## src/rtl/dpram_pkg.sv

```systemverilog
// Shared definitions for the dual-port RAM read engine and its RAM instance.
package dpram_pkg;

  // Address width of the shared video/CPU RAM.
  localparam int DPRAM_AW = 14;

  // Reader command states.
  typedef enum logic [1:0] {
    IDLE  = 2'd0,
    RUN   = 2'd1,
    DRAIN = 2'd2,
    DONE  = 2'd3
  } state_t;

endpackage

```

## src/rtl/dpram_reader_if.sv

```systemverilog
// RAM port and output byte stream of the burst reader.
// master = reader side, slave = RAM plus downstream consumer.
interface dpram_reader_if #(
  parameter int AW = dpram_pkg::DPRAM_AW
);
  logic          ram_ce;
  logic          ram_we;
  logic [7:0]    ram_di;
  logic [AW-1:0] ram_a;
  logic [7:0]    ram_do;
  logic [7:0]    out_data;
  logic          out_valid;
  logic          out_ready;

  modport master (
    output ram_ce, ram_we, ram_di, ram_a, out_data, out_valid,
    input  ram_do, out_ready
  );

  modport slave (
    input  ram_ce, ram_we, ram_di, ram_a, out_data, out_valid,
    output ram_do, out_ready
  );
endinterface

```

## src/rtl/dpram_reader_byte_fifo.sv

```systemverilog
// Small register FIFO of bytes with synchronous clear and combinational head.
module byte_fifo #(
  parameter int DEPTH = 4
) (
  input  logic                     clock,
  input  logic                     reset,
  input  logic                     clear,
  input  logic                     push,
  input  logic [7:0]               din,
  input  logic                     pop,
  output logic [7:0]               dout,
  output logic [$clog2(DEPTH):0]   count,
  output logic                     empty,
  output logic                     full
);
  localparam int PW = $clog2(DEPTH);

  logic [7:0]    mem [DEPTH];
  logic [PW-1:0] wr_ptr;
  logic [PW-1:0] rd_ptr;
  logic          do_push;
  logic          do_pop;

  assign empty   = (count == '0);
  assign full    = (count == (PW+1)'(DEPTH));
  assign do_pop  = pop && !empty;
  assign do_push = push && (!full || do_pop);
  // Head is forced to zero when empty so stale storage never shows on the port.
  assign dout    = empty ? 8'h00 : mem[rd_ptr];

  // Pointer and occupancy bookkeeping; clear wins over push/pop.
  always_ff @(posedge clock or posedge reset) begin
    // NOTE: sequential state uses non-blocking assignments so every register
    // samples pre-edge values regardless of statement order.
    if (reset) begin
      wr_ptr <= '0;
      rd_ptr <= '0;
      count  <= '0;
    end else if (clear) begin
      wr_ptr <= '0;
      rd_ptr <= '0;
      count  <= '0;
    end else begin
      if (do_push) wr_ptr <= wr_ptr + PW'(1);
      if (do_pop)  rd_ptr <= rd_ptr + PW'(1);
      case ({do_push, do_pop})
        2'b10:   count <= count + (PW+1)'(1);
        2'b01:   count <= count - (PW+1)'(1);
        default: count <= count;
      endcase
    end
  end

  // Byte storage write port.
  always_ff @(posedge clock) begin
    // NOTE: the storage array has no reset; validity is tracked by count and
    // the head is masked when empty, so resetting it would only cost flops.
    if (do_push && !clear) mem[wr_ptr] <= din;
  end

  // The reader sizes its issue window so a push never meets a full FIFO.
  overflow_check: assert property (@(posedge clock) disable iff (reset)
    !(push && full && !pop));

endmodule

```

## src/rtl/dpram_reader.sv

```systemverilog
// Burst read engine for one port of the shared dual-port RAM.
// Optional cancel input enabled by defining DPRAM_READER_ABORT_EN.
module dpram_reader
  import dpram_pkg::*;
#(
  parameter int AW    = DPRAM_AW,
  parameter int DEPTH = 4
) (
  input  logic          clock,
  input  logic          reset,
  input  logic          start,
  input  logic [AW-1:0] base,
  input  logic [AW:0]   len,
  output logic          busy,
  output logic          done,
`ifdef DPRAM_READER_ABORT_EN
  input  logic          abort,
`endif
  dpram_reader_if.master bus
);
  localparam int CW = $clog2(DEPTH) + 1;

  state_t        state;
  logic [AW-1:0] addr;
  logic [AW-1:0] ram_a_q;
  logic [AW:0]   remain;
  logic          ce_q;
  logic          inflight;
  logic          kill;
  logic          clear;
  logic          push;
  logic          pop;
  logic          space;
  logic          drained;
  logic [CW-1:0] count;
  logic [CW:0]   occupancy;
  logic [7:0]    head;
  logic          empty;
  logic          full;

`ifdef DPRAM_READER_ABORT_EN
  assign kill = abort && ((state == RUN) || (state == DRAIN));
`else
  assign kill = 1'b0;
`endif

  assign bus.ram_ce    = ce_q && !kill;
  assign bus.ram_we    = 1'b0;
  assign bus.ram_di    = 8'h00;
  assign bus.ram_a     = ram_a_q;
  assign bus.out_data  = head;
  assign bus.out_valid = !empty;

  // ram_do is valid the cycle after an issued read; capture it then.
  assign push  = inflight && !kill;
  assign pop   = !empty && bus.out_ready;
  assign clear = ((state == IDLE) && start) || kill;

  // Issue decision for next cycle: bytes already stored, the byte landing at
  // this edge, and the read on the port now must leave room for one more.
  // Pops are ignored, which is conservative but never overflows.
  assign occupancy = {1'b0, count} + {{CW{1'b0}}, inflight} + {{CW{1'b0}}, ce_q};
  assign space     = occupancy < (CW+1)'(DEPTH);

  // Empty after this edge with nothing left in flight (ce_q is 0 in DRAIN).
  assign drained = !push && ((count == '0) || ((count == CW'(1)) && pop));

  byte_fifo #(.DEPTH(DEPTH)) u_fifo (
    .clock (clock),
    .reset (reset),
    .clear (clear),
    .push  (push),
    .din   (bus.ram_do),
    .pop   (pop),
    .dout  (head),
    .count (count),
    .empty (empty),
    .full  (full)
  );

  // Command FSM with registered RAM strobes and status outputs.
  always_ff @(posedge clock or posedge reset) begin
    if (reset) begin
      state    <= IDLE;
      addr     <= '0;
      remain   <= '0;
      ram_a_q  <= '0;
      ce_q     <= 1'b0;
      inflight <= 1'b0;
      busy     <= 1'b0;
      done     <= 1'b0;
    end else begin
      inflight <= bus.ram_ce;
      ce_q     <= 1'b0;
      done     <= 1'b0;
      case (state)
        IDLE: begin
          if (start) begin
            busy <= 1'b1;
            if (len == '0) begin
              state <= DONE;
              done  <= 1'b1;
            end else begin
              state   <= RUN;
              ce_q    <= 1'b1;
              ram_a_q <= base;
              addr    <= base + AW'(1);
              remain  <= len - (AW+1)'(1);
            end
          end
        end
        RUN: begin
          if (kill) begin
            state  <= IDLE;
            busy   <= 1'b0;
            remain <= '0;
          end else if (remain == '0) begin
            state <= DRAIN;
          end else if (space) begin
            ce_q    <= 1'b1;
            ram_a_q <= addr;
            addr    <= addr + AW'(1);
            remain  <= remain - (AW+1)'(1);
          end
        end
        DRAIN: begin
          if (kill) begin
            state <= IDLE;
            busy  <= 1'b0;
          end else if (drained) begin
            state <= DONE;
            done  <= 1'b1;
          end
        end
        DONE: begin
          state <= IDLE;
          busy  <= 1'b0;
        end
        default: state <= IDLE;
      endcase
    end
  end

endmodule

```

## src/flat_wrapper.sv

```systemverilog
// flat-port wrapper written by rule: the top's interface ports become plain ports
module dpram_reader_flat import dpram_pkg::*;
#(
  parameter int AW    = DPRAM_AW,
  parameter int DEPTH = 4
)
  (clock, reset, start, base, len, busy, done, bus_ram_ce, bus_ram_we, bus_ram_di, bus_ram_a, bus_out_data, bus_out_valid, bus_ram_do, bus_out_ready);
  dpram_reader_if #(.AW(AW)) bus_i ();
  input  logic clock;
  input  logic reset;
  input  logic start;
  input  logic [AW-1:0] base;
  input  logic [AW:0] len;
  output logic busy;
  output logic done;
  output wire logic [$bits(bus_i.ram_ce)-1:0] bus_ram_ce;
  output wire logic [$bits(bus_i.ram_we)-1:0] bus_ram_we;
  output wire logic [$bits(bus_i.ram_di)-1:0] bus_ram_di;
  output wire logic [$bits(bus_i.ram_a)-1:0] bus_ram_a;
  output wire logic [$bits(bus_i.out_data)-1:0] bus_out_data;
  output wire logic [$bits(bus_i.out_valid)-1:0] bus_out_valid;
  input wire logic [$bits(bus_i.ram_do)-1:0] bus_ram_do;
  input wire logic [$bits(bus_i.out_ready)-1:0] bus_out_ready;
  assign bus_ram_ce = bus_i.ram_ce;
  assign bus_ram_we = bus_i.ram_we;
  assign bus_ram_di = bus_i.ram_di;
  assign bus_ram_a = bus_i.ram_a;
  assign bus_out_data = bus_i.out_data;
  assign bus_out_valid = bus_i.out_valid;
  assign bus_i.ram_do = bus_ram_do;
  assign bus_i.out_ready = bus_out_ready;
  dpram_reader #(.AW(AW), .DEPTH(DEPTH)) u_core (.clock(clock), .reset(reset), .start(start), .base(base), .len(len), .busy(busy), .done(done), .bus(bus_i));
endmodule
```

## config.mk

```make
export PLATFORM = sky130hd
export DESIGN_NAME = dpram_reader_flat
export DESIGN_NICKNAME = d
export VERILOG_FILES = /design/src/rtl/dpram_pkg.sv /design/src/rtl/dpram_reader_if.sv /design/src/rtl/dpram_reader_byte_fifo.sv /design/src/rtl/dpram_reader.sv /design/src/flat_wrapper.sv
export SDC_FILE = /design/constraint.sdc
export NUM_CORES = 1
export LEC_CHECK = 0
export CAP_MARGIN = 20
export CORE_MARGIN = 5
export CORE_UTILIZATION = 50
export DETAILED_ROUTE_END_ITERATION = 7
export GPL_ROUTABILITY_DRIVEN = 0
export PLACE_DENSITY = 0.74
export SETUP_SLACK_MARGIN = 0.5
export SLEW_MARGIN = 25
export SYNTH_ARGS = -nofsm -noshare
export SYNTH_HDL_FRONTEND = slang
export SYNTH_SLANG_ARGS = --single-unit
```

## constraint.sdc

```tcl
create_clock -name clock -period 4.4 [get_ports clock]
set_clock_uncertainty 0.05 [all_clocks]
set_input_delay 0.88 -clock clock [delete_from_list [all_inputs] [get_ports clock]]
set_output_delay 0.88 -clock clock [all_outputs]
set_load 0.05 [all_outputs]
```

==> metrics.md, run 1 <==
| Metric | Value |
|---|---|
| Starting Density | 51.12% |
| Kind of critical path | register to output pin |
| Synth area leader | dfrtp_1 |
| CTS Sinks | between 80 and 90 |
| Buffers on Ports | 66 |
| Die Y | 112.5 microns |
| Worst-Margin Slew | just over 1 ns |
| Seq cells post-synth | between 80 and 90 |
| Number of global-route vias before repair | 4,185 |
| Register area share after synthesis | 44.96% |
| Largest net degree at the start of global routing | 42 |
| Htree depth | 3 |
| Final slew viol count | 0 |
| Post-cts gate resize count | 0 |
| Setup TNS | 0 ns |
| CTS tree | done |
| Congestion Overflow GR | 0 |
| Status | finished, final reports clean |
| Cells after synthesis | 517 |
| Avg WL per Cell | around 16 microns |
| Clock Latency Late Sink | 0.36 ns |
| Nets | 630 |
| Lkg Pwr | 2.333 nW |
| N_diodes | 0 |
| # rows | 37 |
| Crit path DAT | between 2 and 3 ns |
| Worst Slack Setup Final | roughly 0.94 ns |
| Asr flop ratio synth | ~64% |
| Peak supply drop | between 0.3 and 0.4 mV |
| Routed WL | ~12 mm |
| Synth cell types | between 70 and 80 |
| Top-count cell post-synth | nand2_1 |
| EDFF count, synth | 32 |
| CP max FO | 10 |
| Most frequent cells after synthesis | nand2_1 (57), dfrtp_1 (56), nor2_1 (37) |
| DR pass1 iterations | 5 |
| # DRC | 0 |
| Largest cells by area after synthesis | dfrtp_1 (27%), edfxtp_1 (18%), nand2_1 (4.1%) |
| Antenna Nets Post-Route | 0 |
| Yosys warns | 0 |
| Max-Slew Margin vs Limit | about a third |
| Count of final hold-check violations | 0 |
| FMAX | between 200 and 300 MHz |
| Worst path required time | roughly 3.5 ns |
| IO Count | 76 |
| Max-cap check violation count | 0 |
| Clock Path Buffers | 2 |
| Core Footprint | between 10,000 and 15,000 sq um |
| Postcts setup bufs | 0 |
| Crit end category | output pin |
| PwrDens | ~760 nW/um^2 |
| Die Span X | about 110 microns |
| Inserted Clock Buffers | 9 |
| Top cell type's share of synthesized area | a little over a quarter |
| Crit share post-route | between 70% and 80% |
| First-pass GRT wire length | ~20 mm |
| Initial antenna violation count | 0 |
| Final setup violation count | 0 |
| Top_reg_cell synth | dfrtp_1 |
| Hold buffers post-CTS | 0 |
| Clock-pin slew on the worst setup and hold paths | roughly 0.09 ns |
| CTS root buf | clkbuf_8 |
| Min-delay worst type | register to register |
| 1st-iter DRT viols | approximately 250 |
| Area Overhead vs Synth | 18.41% |
| Mean Syn Cell Area | around 10 sq um |
| Final min period | roughly 3.5 ns |
| Vias | roughly 4,100 |
| Vias per Instance | between 5 and 6 |
| Pre-CTS setup slack | just under 0.8 ns |
| DP HPWL | approximately 8.5 mm |
| Gr usage total | 19.25% |
| Layout cell share with drive strength beyond 1 | a little over a tenth |
| RSZ-0062 raised after global routing | false |
| Full die area | between 10,000 and 15,000 sq um |
| Fillers | 897 |
| Mapped cell area | 5254 sq um |
| Crit start category | register |
layout make-up:
cell class              instances  area, sq um  share of cell area (%)
multi-input cells             393         2690                   43.24
flip-flops and latches         88         2362                   37.97
repair buffers                 71        698.2                   11.22
well taps                     136        170.2                   2.735
clock inverters                 7        135.1                   2.172
clock buffers                   9        123.9                   1.991
inverters                      11        41.29                  0.6637
report_power, final:
group	leakage [nW]	switching, W	internal (W)
registers	0.954	0.000298	0.00117
clock network	0.129	0.000323	0.000390
logic	1.25	0.00156	0.000971
worst max-delay path, stage by stage (launching register included):
cell	delay [ns]
dfrtp_1	0.73
mux4_2	0.59
and2_1	0.17
clkdlybuf4s50_1	0.69
sequential cells by signal, indices dropped and copies added, names as in the netlist:
| name | count |
|---|---|
| u_core.bus.ram_a | 14 |
| u_core.addr | 14 |
| u_core.u_fifo.wr_ptr | 2 |
| u_core.u_fifo.rd_ptr | 2 |
| u_core.u_fifo.count | 3 |
| u_core.bus.ram_ce | 1 |
| u_core.remain | 15 |
| u_core.busy | 1 |
| u_core.u_fifo.mem | 32 |
| u_core.done | 1 |
| u_core.inflight | 1 |
| u_core.state | 2 |
layout by cell type, fill, tap and decap left out, drive strengths merged, types with 5 or more instances in the layout:
cell / netlist / final
conb: 1 / 9
clkdlybuf4s50: 0 / 66
nor3: 14 / 14
nor4: 5 / 5
nand3b: 6 / 6
and2: 15 / 15
xor2: 6 / 6
clkbuf: 9 / 9
o22ai: 7 / 7
nand2b: 13 / 13
inv: 11 / 14
nand4: 7 / 7
nor2: 37 / 37
mux4: 8 / 8
nand2: 57 / 57
buf: 24 / 5
nand3: 13 / 13
o21ai: 33 / 33
mux2i: 21 / 21
nor2b: 7 / 7
a21oi: 33 / 33
dfrtp: 56 / 56
xnor2: 11 / 11
mux2: 5 / 5
a211oi: 8 / 8
ha: 15 / 15
edfxtp: 32 / 32
routing by layer:
metal / GRT usage (%) / routed length [microns] / vias to the layer above / part of all wire [%]
li1: - / - / 1991 / -
met1: 24.40 / 5085 / 1998 / 43
met2: 32.86 / 5924 / 99 / 50
met3: 4.367 / 554 / 17 / 4.7
met4: 5.929 / 187 / 0 / 1.6
met5: 0 / 0 / - / 0
final timing paths:
check	slack [ns]	end	cells past startpoint	startpoint
hold reg to reg	0.40	u_core.inflight	0	u_core.bus.ram_ce
max in group asynchronous	2.56	u_core.addr[10]	3	reset
setup reg to reg	1.02	u_core.remain[8]	9	u_core.state[1]
min in group asynchronous	0.97	u_core.u_fifo.rd_ptr[1]	2	reset
hold / removal	0.40	u_core.inflight	0	u_core.bus.ram_ce
setup / recovery	0.94	bus_out_data[2]	3	u_core.u_fifo.rd_ptr[0]
cell families after synthesis:
group,Yosys count,synth area share [%]
XOR/XNOR,17,2.834
buffers and inverters,44,4.453
multiplexers,34,8.502
other,1,0.07138
flip-flops,88,44.96
AO/OA/AOI/OAI,124,16.65
AND/OR/NAND/NOR,194,18.96
adder cells (fa/ha/maj),15,3.572
stage by stage:
stage	total power [W]	util (%)	std cells	area [sq um]	hold slack, ns
global placement	0.003943	58.01	699	5962	0.3730
CTS	0.004749	60.53	715	6221	0.4036
finish	0.004721	60.53	715	6221	0.4038
floorplan	0.003387	-	525	5284	0.4076
global route	0.005070	60.53	715	6221	0.4257
detailed placement	0.004033	58.01	699	5962	0.3804
Note: power is estimated with default switching activity, not from simulation.
==> run 2: changes to the inputs <==
PLACE_DENSITY = 0.77   (was 0.74)
clock period = 2.96 ns   (was 4.4 ns; I/O delays follow)
==> run 2 against run 1 <==
  * Critical path depth is 1 higher
  * Final cell count is 2.8% higher
  * Clock power is 20% higher
  * Power is 55% higher
  * Critical path type unchanged
  * Largest cell class unchanged
  * Largest power group unchanged
  * Highest routed layer unchanged
==> metrics.md, run 2 (synthesized netlist as in run 1, its figures left out) <==
| Metric | Value |
|---|---|
| Status | finished, final reports clean |
| Layout cell share with drive strength beyond 1 | 19.53% |
| Gr usage total | about a fifth |
| Kind of critical path | register to output pin |
| Hold Path Depth | 0 |
| Max FFs per register | 32 |
| Routed WL | about 12 mm |
| Clock Path Buffers | 2 |
| Fillers | approximately 800 |
| Final min period | around 2.5 ns |
| RSZ-0062 raised after global routing | true |
| Starting Density | 51.12% |
| Htree depth | 3 |
| Avg WL per Cell | about 17 microns |
| Crit end category | output pin |
| Max-cap check violation count | 0 |
| R2R Path End | u_core.remain[8] |
| Count of final hold-check violations | 0 |
| Area Overhead vs Synth | 25.10% |
| Final slew viol count | 0 |
| Clock Latency Late Sink | about 0.36 ns |
| Crit start category | register |
| # rows | 37 |
| Top reg by flops | u_core.u_fifo.mem |
| Worst Hold Launch | u_core.bus.ram_ce |
| Min Hold Slack | approximately 0.40 ns |
| Worst Hold Endpoint | u_core.inflight |
| CP max FO | 8 |
| CTS Sinks | slightly below 90 |
| Buffers on Ports | between 60 and 70 |
| Core Footprint | just over 10,000 sq um |
| Worst-Margin Slew | roughly 0.62 ns |
| FF-to-FF path depth | 8 |
| Die Span X | approximately 110 microns |
| Antenna Nets Post-Route | 0 |
| Internal reg-to-reg setup slack | around 0.56 ns |
| Die Y | ~110 microns |
| 1st-iter DRT viols | 279 |
| FMAX | between 400 and 500 MHz |
| Max-Slew Margin vs Limit | about three fifths |
| PwrDens | between 1000 and 1500 nW/um^2 |
| Full die area | 12,660 sq um |
| N_diodes | 0 |
| Largest net degree at the start of global routing | 33 |
| CTS root buf | clkbuf_8 |
| Crit path DAT | 1.82 ns |
| Worst path required time | 2.32 ns |
| Inserted Clock Buffers | 9 |
| Clock-pin slew on the worst setup and hold paths | 0.09 ns |
| R2r startpoint | u_core.state[0] |
| CTS tree | done |
| Min-delay worst type | register to register |
| Commonest cells after routing, fill and taps aside | clkdlybuf4s50_1 (55), dfrtp_1 (55), nand2_1 (52) |
| Lkg Pwr | 2.494 nW |
| Crit share post-route | between 80% and 90% |
| DR pass1 iterations | 5 |
| Final setup violation count | 0 |
| Number of global-route vias before repair | ~4,200 |
| Vias | 4,267 |
| Vias per Instance | about 5.8 |
| First-pass GRT wire length | 20.17 mm |
| Congestion Overflow GR | 0 |
| Peak supply drop | 0.5510 mV |
| Setup TNS | 0 ns |
| Largest regs | u_core.u_fifo.mem: 32 flops, u_core.remain: 15 flops |
| Initial antenna violation count | 0 |
| IO Count | 76 |
| # DRC | 0 |
| DP HPWL | slightly below 9 mm |
| Nets | 650 |
run 2: changes by cell type in the layout (fill, tap and decap cells not counted), moves of 3 or more:
cell             change
nor4_4               +3
clkdlybuf4s50_1     -11
nand2_2              +5
ha_1                 -3
nand2_1              -5
nor3_1               -3
buf_4               +13
nor4_1               -4
buf_6               +11
run 2: what timing repair did:
item | in CTS | in global routing
hold endpoints to repair | 0 | 0
gates resized for setup | 42 | 47
hold buffers | 0 | 0
pin swaps | 1 | 4
buffers inserted | 5 | 1
endpoints found under the setup margin | 16 | 52
run 2: area by class of cell:
| type | instances | area, sq um | area share, % |
|---|---|---|---|
| well taps | 136 | 170.2 | 2.589 |
| repair buffers | 91 | 915.9 | 13.93 |
| clock inverters | 6 | 75.07 | 1.142 |
| inverters | 11 | 41.29 | 0.6282 |
| clock buffers | 10 | 127.6 | 1.942 |
| flip-flops and latches | 88 | 2364 | 35.96 |
| multi-input cells | 393 | 2879 | 43.80 |
run 2: worst max-delay path by stage:
| stage | start | end | slack, ns | cells after the start |
|---|---|---|---|---|
| 2_1_floorplan | u_core.state[1] | u_core.remain[8] | 0.33 | 13 |
| 3_3_place_gp | len[12] | u_core.remain[2] | 0.16 | 8 |
| 3_5_place_dp | len[12] | u_core.addr[9] | 0.12 | 8 |
| 4_1_cts | u_core.u_fifo.rd_ptr[0] | bus_out_data[3] | 0.43 | 4 |
| 5_1_grt | u_core.u_fifo.rd_ptr[0] | bus_out_data[6] | 0.41 | 4 |
| 6_report | u_core.u_fifo.rd_ptr[0] | bus_out_data[6] | 0.50 | 4 |
run 2: where the power goes:
group	total, W	internal [W]	switching (W)	leakage, nW
Sequential	0.00219	0.00175	0.000443	0.953
Clock	0.000859	0.000404	0.000455	0.0994
Combinational	0.00428	0.00177	0.00251	1.44
Total	0.00733	0.00392	0.00341	2.49
run 2: layer usage:
layer | GRT usage, % | vias to the layer above | share of wire (%)
met2 | 32.94 | 128 | 50
met1 | 23.76 | 2080 | 42
li1 | - | 2033 | -
met3 | 5.067 | 26 | 5.6
met5 | 0 | - | 0
met4 | 6.330 | 0 | 2.1
run 2: metrics by stage:
stage / setup WS, ns / instances / area [sq um] / power, W / util (%)
finish: 0.5029 / 735 / 6573 / 0.007325 / 63.95
global route: 0.4127 / 735 / 6573 / 0.007799 / 63.95
CTS: 0.4292 / 734 / 6381 / 0.007121 / 62.09
detailed placement: 0.1197 / 713 / 6142 / 0.006202 / 59.76
global placement: 0.1648 / 713 / 6142 / 0.006078 / 59.76
floorplan: 0.3333 / 525 / 5380 / 0.005158 / -
run 2: worst max-delay path, stage by stage (launching register included):
cell and delay, ns:
dfrtp_2 0.52, buf_6 0.15, mux4_2 0.49, and2_4 0.16
buf_8 0.14
==> run 3: changes to the inputs <==
PLACE_DENSITY = 0.74   (was 0.77)
clock period = 2.5 ns   (was 2.96 ns; I/O delays follow)
==> run 3 against run 2 <==
  * Global-route usage grew 5.0 points
  * Worst hold slack better by 0.012 ns
  * Highest routed layer unchanged
  * Critical path type is now register to register
  * Via count is 21% higher
  * Worst setup slack worse by 0.44 ns
==> metrics.md, run 3 (synthesized netlist as in run 1, its figures left out) <==
| Metric | Value |
|---|---|
| Crit path DAT | between 2 and 3 ns |
| Top reg by flops | u_core.u_fifo.mem |
| Buffers on Ports | 66 |
| Buf+Inv Stages, Crit Path | 2 |
| Switching share of power | approximately 46% |
| Starting Density | 51.12% |
| Max FFs per register | 32 |
| Reg power frac | 22.6% |
| Crit end category | register |
| DP HPWL | 9.075 mm |
| Cell Chain, Critical Path | inv_2 -> ha_4 -> buf_12 -> mux2i_4 -> ha_4 -> o21ai_4 -> or3_4 -> nor3_4 -> o22ai_1 -> a211oi_2 |
| # DRC | 0 |
| Final Core Density | between 80% and 90% |
| # rows | 37 |
| Kind of critical path | register to register |
| Final slew viol count | 0 |
| Vias per Instance | around 6 |
| Initial antenna violation count | 0 |
| Area Overhead vs Synth | 57.97% |
| Final min period | ~2.4 ns |
| Gr usage total | 24.26% |
| Placed cell count | 749 |
| Max-cap check violation count | 0 |
| Worst path required time | 2.75 ns |
| Min-delay worst type | input pin to async pin |
| Max-Slew Margin vs Limit | 59.92% |
| CTS tree | done |
| Worst-Margin Slew | 0.6012 ns |
| Crit share post-route | between 90% and 100% |
| Non-filler cells, final | about 850 |
| CP peak stage delay | roughly 0.43 ns |
| Avg WL per Cell | 20.93 microns |
| Core Footprint | between 10,000 and 15,000 sq um |
| Clock-pin slew on the worst setup and hold paths | around 0.10 ns |
| Die Span X | roughly 110 microns |
| Vias | between 5,000 and 6,000 |
| Slowest cell on crit path | or3_4 |
| Routed WL | 17.75 mm |
| Commonest cells after routing, fill and taps aside | buf_4 (95), dfrtp_1 (50), nand2_1 (38) |
| Pint | 0.006360 W |
| Hold buffers post-CTS | 0 |
| Status | finished, final reports clean |
| PwrDens | between 1000 and 1500 nW/um^2 |
| CTS Sinks | between 80 and 90 |
| N_diodes | 0 |
| Placed inst area | approximately 6600 sq um |
| Htree depth | 3 |
| FMAX | roughly 400 MHz |
| 1st-iter DRT viols | roughly 420 |
| Nets | 763 |
| Clock Latency Late Sink | approximately 0.38 ns |
| IO Count | 76 |
| Clock share of power | 8.2% |
| Peak supply drop | around 0.95 mV |
| CP max FO | 6 |
| First-pass GRT wire length | around 25 mm |
| Full die area | approximately 13,000 sq um |
| Multi-input gate area in the final layout | around 3400 sq um |
| Number of global-route vias before repair | 5,040 |
| Antenna Nets Post-Route | 0 |
| CTS root buf | clkbuf_8 |
| Most used cell, CP | ha_4 |
| Commonest non-fill, non-tap cell in the layout | buf_4 |
| RSZ-0062 raised after global routing | true |
| Lkg Pwr | 3.337 nW |
| Final setup violation count | 0 |
| Congestion Overflow GR | 0 |
| Switching pwr | roughly 0.0053 W |
| Inserted Clock Buffers | 9 |
| Reg area | about 2400 sq um |
| Fillers | just under 600 |
| DR pass1 iterations | 5 |
| Count of final hold-check violations | 0 |
| Clock Path Buffers | 2 |
| Min Hold Slack | ~0.4 ns |
| Largest net degree at the start of global routing | 38 |
| Delay-heaviest family, CP | simple AND/OR/NAND/NOR gates |
| Comb pwr share | roughly 69% |
| Layout cell share with drive strength beyond 1 | 45.65% |
| Die Y | about 110 microns |
| Final Instance Area | 8299 sq um |
| Crit start category | register |
| Largest regs | u_core.u_fifo.mem: 32 flops, u_core.remain: 15 flops |
[run 3: changes by cell type in the layout (fill, tap and decap cells not counted), moves of 14 or more]
cell	previous run	this run
buf_4	18	95
dlygate4sd2_1	0	30
clkdlybuf4s50_1	55	27
buf_12	2	16
nand2_1	52	38
[run 3: metrics by stage]
stage | TNS, ns | setup slack, ns | total power [W]
global route | 0 | 0.002971 | 0.01229
floorplan | -0.4249 | -0.1265 | 0.006246
detailed placement | -4.003 | -0.1612 | 0.007966
CTS | 0 | 0.1756 | 0.01030
global placement | -1.242 | -0.1109 | 0.007798
finish | 0 | 0.06350 | 0.01170
[run 3: cell type report]
cell class / instances / share of cell area (%)
Multi-Input combinational cell: 393 / 41.53
Clock buffer: 10 / 1.538
Sequential cell: 88 / 28.55
Timing Repair Buffer: 204 / 25.16
Clock inverter: 6 / 0.6181
Inverter: 11 / 0.5427
Tap cell: 136 / 2.050
[run 3: repair_timing]
| action | in CTS | in global routing |
|---|---|---|
| endpoints found under the setup margin | 105 | 64 |
| gates cloned | 3 | 3 |
| resized for setup | 151 | 87 |
| setup buffers | 47 | 30 |
| endpoints found under the hold margin | 0 | 0 |
| pin swaps | 49 | 58 |
[run 3: routing by layer]
metal | part of all wire (%) | global-route usage, % | vias up
li1 | - | - | 2267
met1 | 38 | 29.75 | 2523
met5 | 0 | 0 | -
met4 | 5.1 | 12.26 | 0
met2 | 51 | 41.08 | 269
met3 | 5.7 | 4.313 | 91
[run 3: final timing paths]
| check | endpoint | startpoint | cells after the start | slack (ns) |
|---|---|---|---|---|
| setup / recovery | u_core.remain[12] | u_core.state[1] | 10 | 0.06 |
| hold / removal | u_core.u_fifo.count[2] | reset | 2 | 0.41 |
| setup reg to reg | u_core.remain[12] | u_core.state[1] | 10 | 0.06 |
| hold reg to reg | u_core.bus.ram_a[12] | u_core.bus.ram_a[12] | 2 | 0.44 |
| max in group asynchronous | u_core.remain[1] | reset | 3 | 1.40 |
| min in group clock | u_core.bus.ram_a[12] | u_core.bus.ram_a[12] | 2 | 0.44 |
[run 3: power groups by stage]
stage                     logic [W]  registers (W)  clock network, W
after CTS                   0.00678        0.00257          0.000953
after global routing        0.00853        0.00271           0.00105
after global placement      0.00524        0.00256                 0
after detailed placement    0.00538        0.00258                 0
after floorplan             0.00337        0.00287                 0
final                       0.00809        0.00265          0.000964
